**src/rtl/mip32_pkg.sv**
```systemverilog
// Shared types and default widths for the mip32 unified-memory arbiter.
package mip32_pkg;

  localparam int DEF_ADDR_W = 32;
  localparam int DEF_DATA_W = 32;

  typedef enum logic [1:0] {
    IDLE   = 2'd0,
    BUSY_I = 2'd1,
    BUSY_D = 2'd2
  } arb_state_t;

endpackage

```
**src/rtl/arb_starve_cnt.sv**
```systemverilog
// Saturating count of data grants made while a fetch was waiting.
module arb_starve_cnt #(
  parameter int STARVE_MAX = 3
) (
  input  logic clk,
  input  logic reset,
  input  logic inc,
  input  logic clr,
  output logic at_max
);

  localparam int CNT_W = (STARVE_MAX < 1) ? 1 : $clog2(STARVE_MAX + 1);
  localparam logic [CNT_W-1:0] MAX_VAL = CNT_W'(STARVE_MAX);

  logic [CNT_W-1:0] r_cnt;

  always_ff @(posedge clk or posedge reset) begin
    if (reset) begin
      r_cnt <= '0;
    end else if (clr) begin
      r_cnt <= '0;
    end else if (inc && (r_cnt != MAX_VAL)) begin
      r_cnt <= r_cnt + 1'b1;
    end
  end

  assign at_max = (r_cnt == MAX_VAL);

endmodule

```
**src/rtl/mem_port_arbiter.sv**
```systemverilog
// Shares one variable-latency memory port between instruction fetch and data access.
// Data wins ties; a starvation counter forces a fetch grant after STARVE_MAX data grants.
module mem_port_arbiter
  import mip32_pkg::*;
#(
  parameter int ADDR_W     = DEF_ADDR_W,
  parameter int DATA_W     = DEF_DATA_W,
  parameter int STARVE_MAX = 3
) (
  input  logic              clk,
  input  logic              reset,
  input  logic              if_req,
  input  logic [ADDR_W-1:0] if_addr,
  output logic [DATA_W-1:0] if_rdata,
  output logic              if_ready,
  input  logic              d_rd,
  input  logic              d_wr,
  input  logic [ADDR_W-1:0] d_addr,
  input  logic [DATA_W-1:0] d_wdata,
  output logic [DATA_W-1:0] d_rdata,
  output logic              d_ready,
  output logic              stall_if,
  output logic              stall_mem,
  output logic              mem_en,
  output logic              mem_we,
  output logic [ADDR_W-1:0] mem_addr,
  output logic [DATA_W-1:0] mem_wdata,
  input  logic [DATA_W-1:0] mem_rdata,
  input  logic              mem_ack
);

  arb_state_t        r_state;
  arb_state_t        w_state_nxt;
  logic              w_mem_en;
  logic              w_mem_we;
  logic [ADDR_W-1:0] w_mem_addr;
  logic [DATA_W-1:0] w_mem_wdata;
  logic              w_if_ready;
  logic              w_d_ready;
  logic              w_if_cap;
  logic              w_d_cap;
  logic              w_starve_inc;
  logic              w_starve_clr;
  logic              w_at_max;
  logic              w_d_req;
  logic              w_ready_pulse;

  assign w_d_req       = d_rd | d_wr;
  assign w_ready_pulse = if_ready | d_ready;
  assign stall_if      = if_req & ~if_ready;
  assign stall_mem     = w_d_req & ~d_ready;

  arb_starve_cnt #(
    .STARVE_MAX(STARVE_MAX)
  ) u_starve (
    .clk    (clk),
    .reset  (reset),
    .inc    (w_starve_inc),
    .clr    (w_starve_clr),
    .at_max (w_at_max)
  );

  // The cycle in which a ready pulses is the mandatory idle gap: the requester
  // that was just served may still show its old request, so nothing is granted.
  always_comb begin
    w_state_nxt  = r_state;
    w_mem_en     = mem_en;
    w_mem_we     = mem_we;
    w_mem_addr   = mem_addr;
    w_mem_wdata  = mem_wdata;
    w_if_ready   = 1'b0;
    w_d_ready    = 1'b0;
    w_if_cap     = 1'b0;
    w_d_cap      = 1'b0;
    w_starve_inc = 1'b0;
    w_starve_clr = 1'b0;
    case (r_state)
      IDLE: begin
        w_mem_en     = 1'b0;
        w_starve_clr = ~if_req;
        if (!w_ready_pulse) begin
          if (w_d_req && !(if_req && w_at_max)) begin
            w_state_nxt  = BUSY_D;
            w_mem_en     = 1'b1;
            w_mem_we     = d_wr;
            w_mem_addr   = d_addr;
            w_mem_wdata  = d_wdata;
            w_starve_inc = if_req;
          end else if (if_req) begin
            w_state_nxt  = BUSY_I;
            w_mem_en     = 1'b1;
            w_mem_we     = 1'b0;
            w_mem_addr   = if_addr;
            w_starve_clr = 1'b1;
          end
        end
      end
      BUSY_I: begin
        if (mem_ack) begin
          w_state_nxt = IDLE;
          w_mem_en    = 1'b0;
          w_if_ready  = 1'b1;
          w_if_cap    = 1'b1;
        end
      end
      BUSY_D: begin
        if (mem_ack) begin
          w_state_nxt = IDLE;
          w_mem_en    = 1'b0;
          w_d_ready   = 1'b1;
          w_d_cap     = ~mem_we;
        end
      end
      default: begin
        w_state_nxt = IDLE;
        w_mem_en    = 1'b0;
      end
    endcase
  end

  always_ff @(posedge clk or posedge reset) begin
    if (reset) begin
      r_state   <= IDLE;
      mem_en    <= 1'b0;
      mem_we    <= 1'b0;
      mem_addr  <= '0;
      mem_wdata <= '0;
      if_ready  <= 1'b0;
      d_ready   <= 1'b0;
      if_rdata  <= '0;
      d_rdata   <= '0;
    end else begin
      r_state   <= w_state_nxt;
      mem_en    <= w_mem_en;
      mem_we    <= w_mem_we;
      mem_addr  <= w_mem_addr;
      mem_wdata <= w_mem_wdata;
      if_ready  <= w_if_ready;
      d_ready   <= w_d_ready;
      if (w_if_cap) begin
        if_rdata <= mem_rdata;
      end
      if (w_d_cap) begin
        d_rdata <= mem_rdata;
      end
    end
  end

endmodule

```
**config.mk**
```make
export PLATFORM = sky130hd
export DESIGN_NAME = mem_port_arbiter
export DESIGN_NICKNAME = d
export VERILOG_FILES = /design/src/rtl/mip32_pkg.sv /design/src/rtl/arb_starve_cnt.sv /design/src/rtl/mem_port_arbiter.sv
export SDC_FILE = /design/constraint.sdc
export NUM_CORES = 1
export LEC_CHECK = 0
export BUFFER_PORTS_ARGS = -buffer_cell sky130_fd_sc_hd__buf_2
export CORE_UTILIZATION = 50
export DETAILED_ROUTE_END_ITERATION = 7
export GPL_TIMING_DRIVEN = 1
export PLACE_DENSITY = 0.86
export SLEW_MARGIN = 40
export SYNTH_ARGS = -nofsm -noshare
export SYNTH_HDL_FRONTEND = slang
export SYNTH_SLANG_ARGS = --single-unit
```
**constraint.sdc**
```tcl
create_clock -name clk -period 8.57 [get_ports clk]
set_input_delay 0.4285 -clock clk [delete_from_list [all_inputs] [get_ports clk]]
set_output_delay 0.4285 -clock clk [all_outputs]
set_load 0.02 [all_outputs]
```
# == Word-level counts from Yosys, hierarchy flattened ==
# Cells that the tools add are included.
# word_totals
inputBits,134
ff_bits,136
# classes
n_addsub,1
mux,28
bitwise,9
n_eq_ne,7
n_reduce_logical,11
# ops
cell,count
2-to-1 mux 32 bit,2
2-to-1 mux 1 bit,18
2-to-1 mux 2 bit,6
AND reduction 3 bit,3
NOT 1 bit,5
== test 2 bit (second input constant),2
!= test 2 bit (second input constant),2
one-hot mux 2 bit (2 select lines),1
nonzero test 2 bit,2
logical AND 1 bit,3
!= test 3 bit (second input constant),1
adder 2 x 1 -> 2 bit (second input constant),1
bitwise AND 1 bit,2
== test 2 x 1 -> 1 bit (second input constant),1
zero test 2 bit,1
!= test 2 x 1 -> 1 bit (second input constant),1
bitwise OR 1 bit,2
one-hot mux 1 bit (2 select lines),1
OR reduction 2 bit,1
zero test 1 bit,1

# == Depth between registers and ports, before layout ==
# logic_depth
ltp_word,10
mapped_depth,7
depth_no_buf,6

# == Cells and area by module ==
# A second synthesis with hierarchy kept.
# hier_totals
cells_unflattened,436
area_unflattened_um2,5585.4
# modules_own_cells
mod,area_each_um2,cells_each,instances,seq_area_each_um2
mem_port_arbiter,5457.7,425,1,3353.2
arb_starve_cnt,127.6,11,1,50.0

# == Worst setup path before layout ==
# No wires, ideal clock.
# synth_path
kind,reg-to-reg
from,reg u_starve.r_cnt[0]
to,reg mem_wdata[0]
setup_time_ps,125
t_arrival_ps,1564
path_stages_with_launch,8
setup_slack_ps,6881
required_time_ps,8445
synth_period_minus_slack_ps,1689
n_path_buf,2
path_cell_list,dfrtp_1 -> ha_1 -> nand2_1 -> o21ai_2 -> or2_1 -> buf_2 -> buf_6 -> mux2_4
# synth_between
elab_chain_len,5
# synth_rtl
item,line,text
from (decl),arb_starve_cnt.sv:15,logic [CNT_W-1:0] r_cnt;
from (signal assigned),arb_starve_cnt.sv:23,r_cnt <= r_cnt + 1'b1;
== test 2 bit,arb_starve_cnt.sv:27,assign at_max = (r_cnt == MAX_VAL);
logical AND 1 bit,mem_port_arbiter.sv:82,if (w_d_req && !(if_req && w_at_max)) begin
zero test 1 bit,mem_port_arbiter.sv:82,
logical AND 1 bit,mem_port_arbiter.sv:82,
AND reduction 3 bit (no line),-,
to (signal assigned),mem_port_arbiter.sv:137,mem_wdata <= w_mem_wdata;
to (decl),mem_port_arbiter.sv:27,"output logic [DATA_W-1:0] mem_wdata,"
# No other way between the ends.
# A chain may end at the register's enable or synchronous reset.

# == Worst setup path in the final report ==
# layout_path
from,reg r_state[1]
to,reg mem_wdata[30]
# layout_between
elab_chain_len,2
# layout_rtl
item,line,text
from (decl),mem_port_arbiter.sv:32,arb_state_t r_state;
from (signal assigned),mem_port_arbiter.sv:133,r_state <= w_state_nxt;
zero test 2 bit,mem_port_arbiter.sv:77,case (r_state)
AND reduction 3 bit (no line),-,
# No other way between the ends.

==> flow_metrics.tcl <==
set metrics [dict create \
    multi_input_area_um2 2040 \
    synth_to_layout_area_growth_pct 37.9 \
    max_freq_mhz 519 \
    instances_no_fill 809 \
    fillers 746 \
    synthTopCellsByArea "sky130_fd_sc_hd__dfrtp_1 (61%), sky130_fd_sc_hd__mux2_2 (14%), sky130_fd_sc_hd__mux2_4 (8.1%), sky130_fd_sc_hd__mux2i_1 (5.8%), sky130_fd_sc_hd__a21oi_1 (3.0%)" \
    cts.clk_slew.worst_paths_ns 0.06 \
    path_cells "inv_1 > ha_1 > nand2_1 > or2_4 > mux2_2" \
    cp-start-kind "register" \
    cts-htree-levels 4 \
    std_cell_rows 38 \
    finalCriticalPeriod_ns 1.93 \
    die_w_um 107 \
    r2r_start "r_state[1]" \
    tritoncts "built" \
    synth_seq_area_share_pct 61.3 \
    relative_slew_margins_pct 57.6 \
    totalWireLength_um 13500 \
    synth_largest_type_area_fraction_pct 61.3 \
    antenna-diode-count 0 \
    synth_edf_count 0 \
    setup.worst_path.end_class "register" \
    critical_path.slowest_cell "sky130_fd_sc_hd__or2_4" \
    area_share_of_xor_xnor_cells_in_the_synthesized_design_pct 0 \
    gpl.final_weighted_congestion 0.753 \
    critPathMaxFanout 32 \
    final_layout_worst_hold_slack_ns -0.0255 \
    status "complete, but fails checks" \
    core_area_um2 10800 \
    placedCellCount 777 \
    setup.reg_to_reg.worst_slack_ns 6.64 \
    irDropWorstVdd_mv 0.271 \
    synth-compound-area-share_pct 4.05 \
    finish.net_count 794 \
    antenna_violations_before_repair 1 \
    final_hold_viol_count 29 \
    timing.clock.skew_ns 0.00788 \
    setup_total_neg_slack_ns 0 \
    grt_max_degree 74 \
    dominant_combinational_cell_family_by_area_after_synthesis "multiplexers" \
    track_usage_pct 23.7 \
    r2r_end "mem_wdata[30]" \
    drtAntennaViolNets 0 \
    post_cts_hold_buffer_count 0 \
    detail_route.vias_per_cell 5.00 \
    max_slew.worst_pin.slew_ns 0.636 \
    worst_ep_arrival_time_ns 2.33 \
    drt_first_pass_iters 4 \
    slew_violations 0 \
    starting_density_pct 51.2 \
    synth_top_flop_cell "sky130_fd_sc_hd__dfrtp_1" \
    most-common-layout-cells "sky130_fd_sc_hd__buf_2 (267), sky130_fd_sc_hd__dfrtp_1 (136), sky130_fd_sc_hd__mux2_2 (68)" \
    synthArstFlopShare_pct 100 \
    synthesized_area_fraction_occupied_by_and_or_nand_nor_cells_pct 3.78 \
    number_of_sinks_on_the_clock_net 136 \
    criticalPathCategory "reg -> reg" \
    area.sequential_um2 3400 \
    yosysWarnings 0 \
    synth.area.mux_share_pct 27.7 \
    global_route.overflow_total 0 \
    cpPeakStageDelay_ns 0.52 \
    post_route_cells_drive_above_1_share_pct 60.4 \
    syn-instance-count 386 \
    layout_commonest_cell "sky130_fd_sc_hd__buf_2" \
    cts_buffer_depth 2 \
    seq_cells_post_synth 136 \
    cts_resized 0 \
    routedWlPerCell_um 16.6 \
    buffer_ports.inserted 267 \
    post-synth-top-area-cell "sky130_fd_sc_hd__dfrtp_1" \
    yosysUniqueCellTypes 26 \
    share_of_synthesized_cell_area_in_full_adder_half_adder_and_majority_cells_pct 0.901 \
    placement.setup.worst_slack_ns 6.48 \
    die_footprint_um2 11500 \
    maxCapViolCount 0 \
    report.final.setup_viol 0 \
    cellPowerDensity_nw_per_um2 446 \
    netlist_area_um2 5560 \
    worstSkewPairLatency_ns 0.52 \
    drt_drc_violations_left 0 \
    total_power_w 0.00341 \
    cts_buffers 17 \
    timing.critical_path.required_ns 8.97 \
    postSynthNetCount 524 \
    finalCritPeriodShare_pct 22.5 \
    num_vias 4047 \
    failing_checks "negative hold slack" \
    post_cts.repair.setup_buffers 0 \
    ioPinCount 268 \
    syn_area_per_cell_um2 14.4 \
    die_h_um 107 \
    cts.root.buffer_cell "sky130_fd_sc_hd__clkbuf_8" \
    first_pass_grt_wire_length_um 20500 \
    hold_path_class "in -> async" \
    vias_in_the_first_global_route 4259 \
    reg2reg_depth 5 \
    post-dp-hpwl_um 9750 \
    power.leakage_nw 3.89 \
    rsz0062_at_grt "false" \
    fin_ws_ns 6.64 \
    drtIter0Drc 144 \
]
routing by layer:
| layer | global-route usage, % | wire, um | vias to the layer above |
|---|---|---|---|
| li1 | - | - | 1891 |
| met1 | 25.0 | 4970 | 1948 |
| met2 | 42.1 | 7070 | 181 |
| met3 | 8.84 | 1110 | 25 |
| met4 | 10.4 | 300 | 2 |
| met5 | 0 | 13 | - |
power by group:
part	leakage (nW)	internal [W]	switching, W
Combinational	1.98	0.000629	0.000862
Sequential	1.60	0.000969	0.000175
Clock	0.311	0.000516	0.000263
cell families (layout without fill, tap and decap cells):
group           count (synthesis)  after routing
compound gates                 41             41
fa+ha+maj                       4              4
buf+inv                        25            308
flops                         136            136
mux                           130            130
simple gates                   50             50
worst max path at each step:
stage	startpoint	end	slack (ns)	depth (start not counted)
floorplan	reset	d_rdata[0]	4.50	1
global placement	r_state[1]	mem_wdata[30]	6.51	5
detailed placement	reset	if_rdata[5]	6.48	3
CTS	r_state[1]	mem_wdata[30]	6.67	5
global route	r_state[1]	mem_wdata[30]	6.56	5
finish	r_state[1]	mem_wdata[30]	6.64	5
Yosys cell counts, drive strengths merged, types with 2 or more instances:
cell,n
nor2,35
ha,4
nand3,2
o21ai,3
a21oi,33
dfrtp,136
mux2i,32
nand2b,2
inv,5
mux2,98
clkbuf,3
buf,17
nor2b,2
nand2,6
worst max-delay path, delay by kind of cell, from the launching register on:
kind	cells	cell delay (ns)
fa+ha+maj	1	0.27
buf+inv	1	0.08
flops	1	0.41
mux	1	0.40
simple gates	2	0.64
sequential cells by signal, summed over array words and instances, names as in the netlist:
| name | cells |
|---|---|
| mem_en | 1 |
| if_ready | 1 |
| mem_we | 1 |
| d_ready | 1 |
| u_starve.r_cnt | 2 |
| r_state | 2 |
| mem_wdata | 32 |
| if_rdata | 32 |
| mem_addr | 32 |
| d_rdata | 32 |
metrics by stage:
step	instance area [um2]	util, %
2_1_floorplan	5560	-
3_3_place_gp	7000	64.5
3_5_place_dp	7010	64.7
4_1_cts	7650	70.6
5_1_grt	7660	70.6
6_report	7660	70.6
area by class of cell:
type,count,area share (%)
clock buffers,20,5.82
clock inverters,12,2.58
inverters,5,0.310
multi-input cells,225,26.7
flip-flops and latches,136,44.4
repair buffers,271,17.9
well taps,140,2.29
Power figures use the tool's default switching activity.
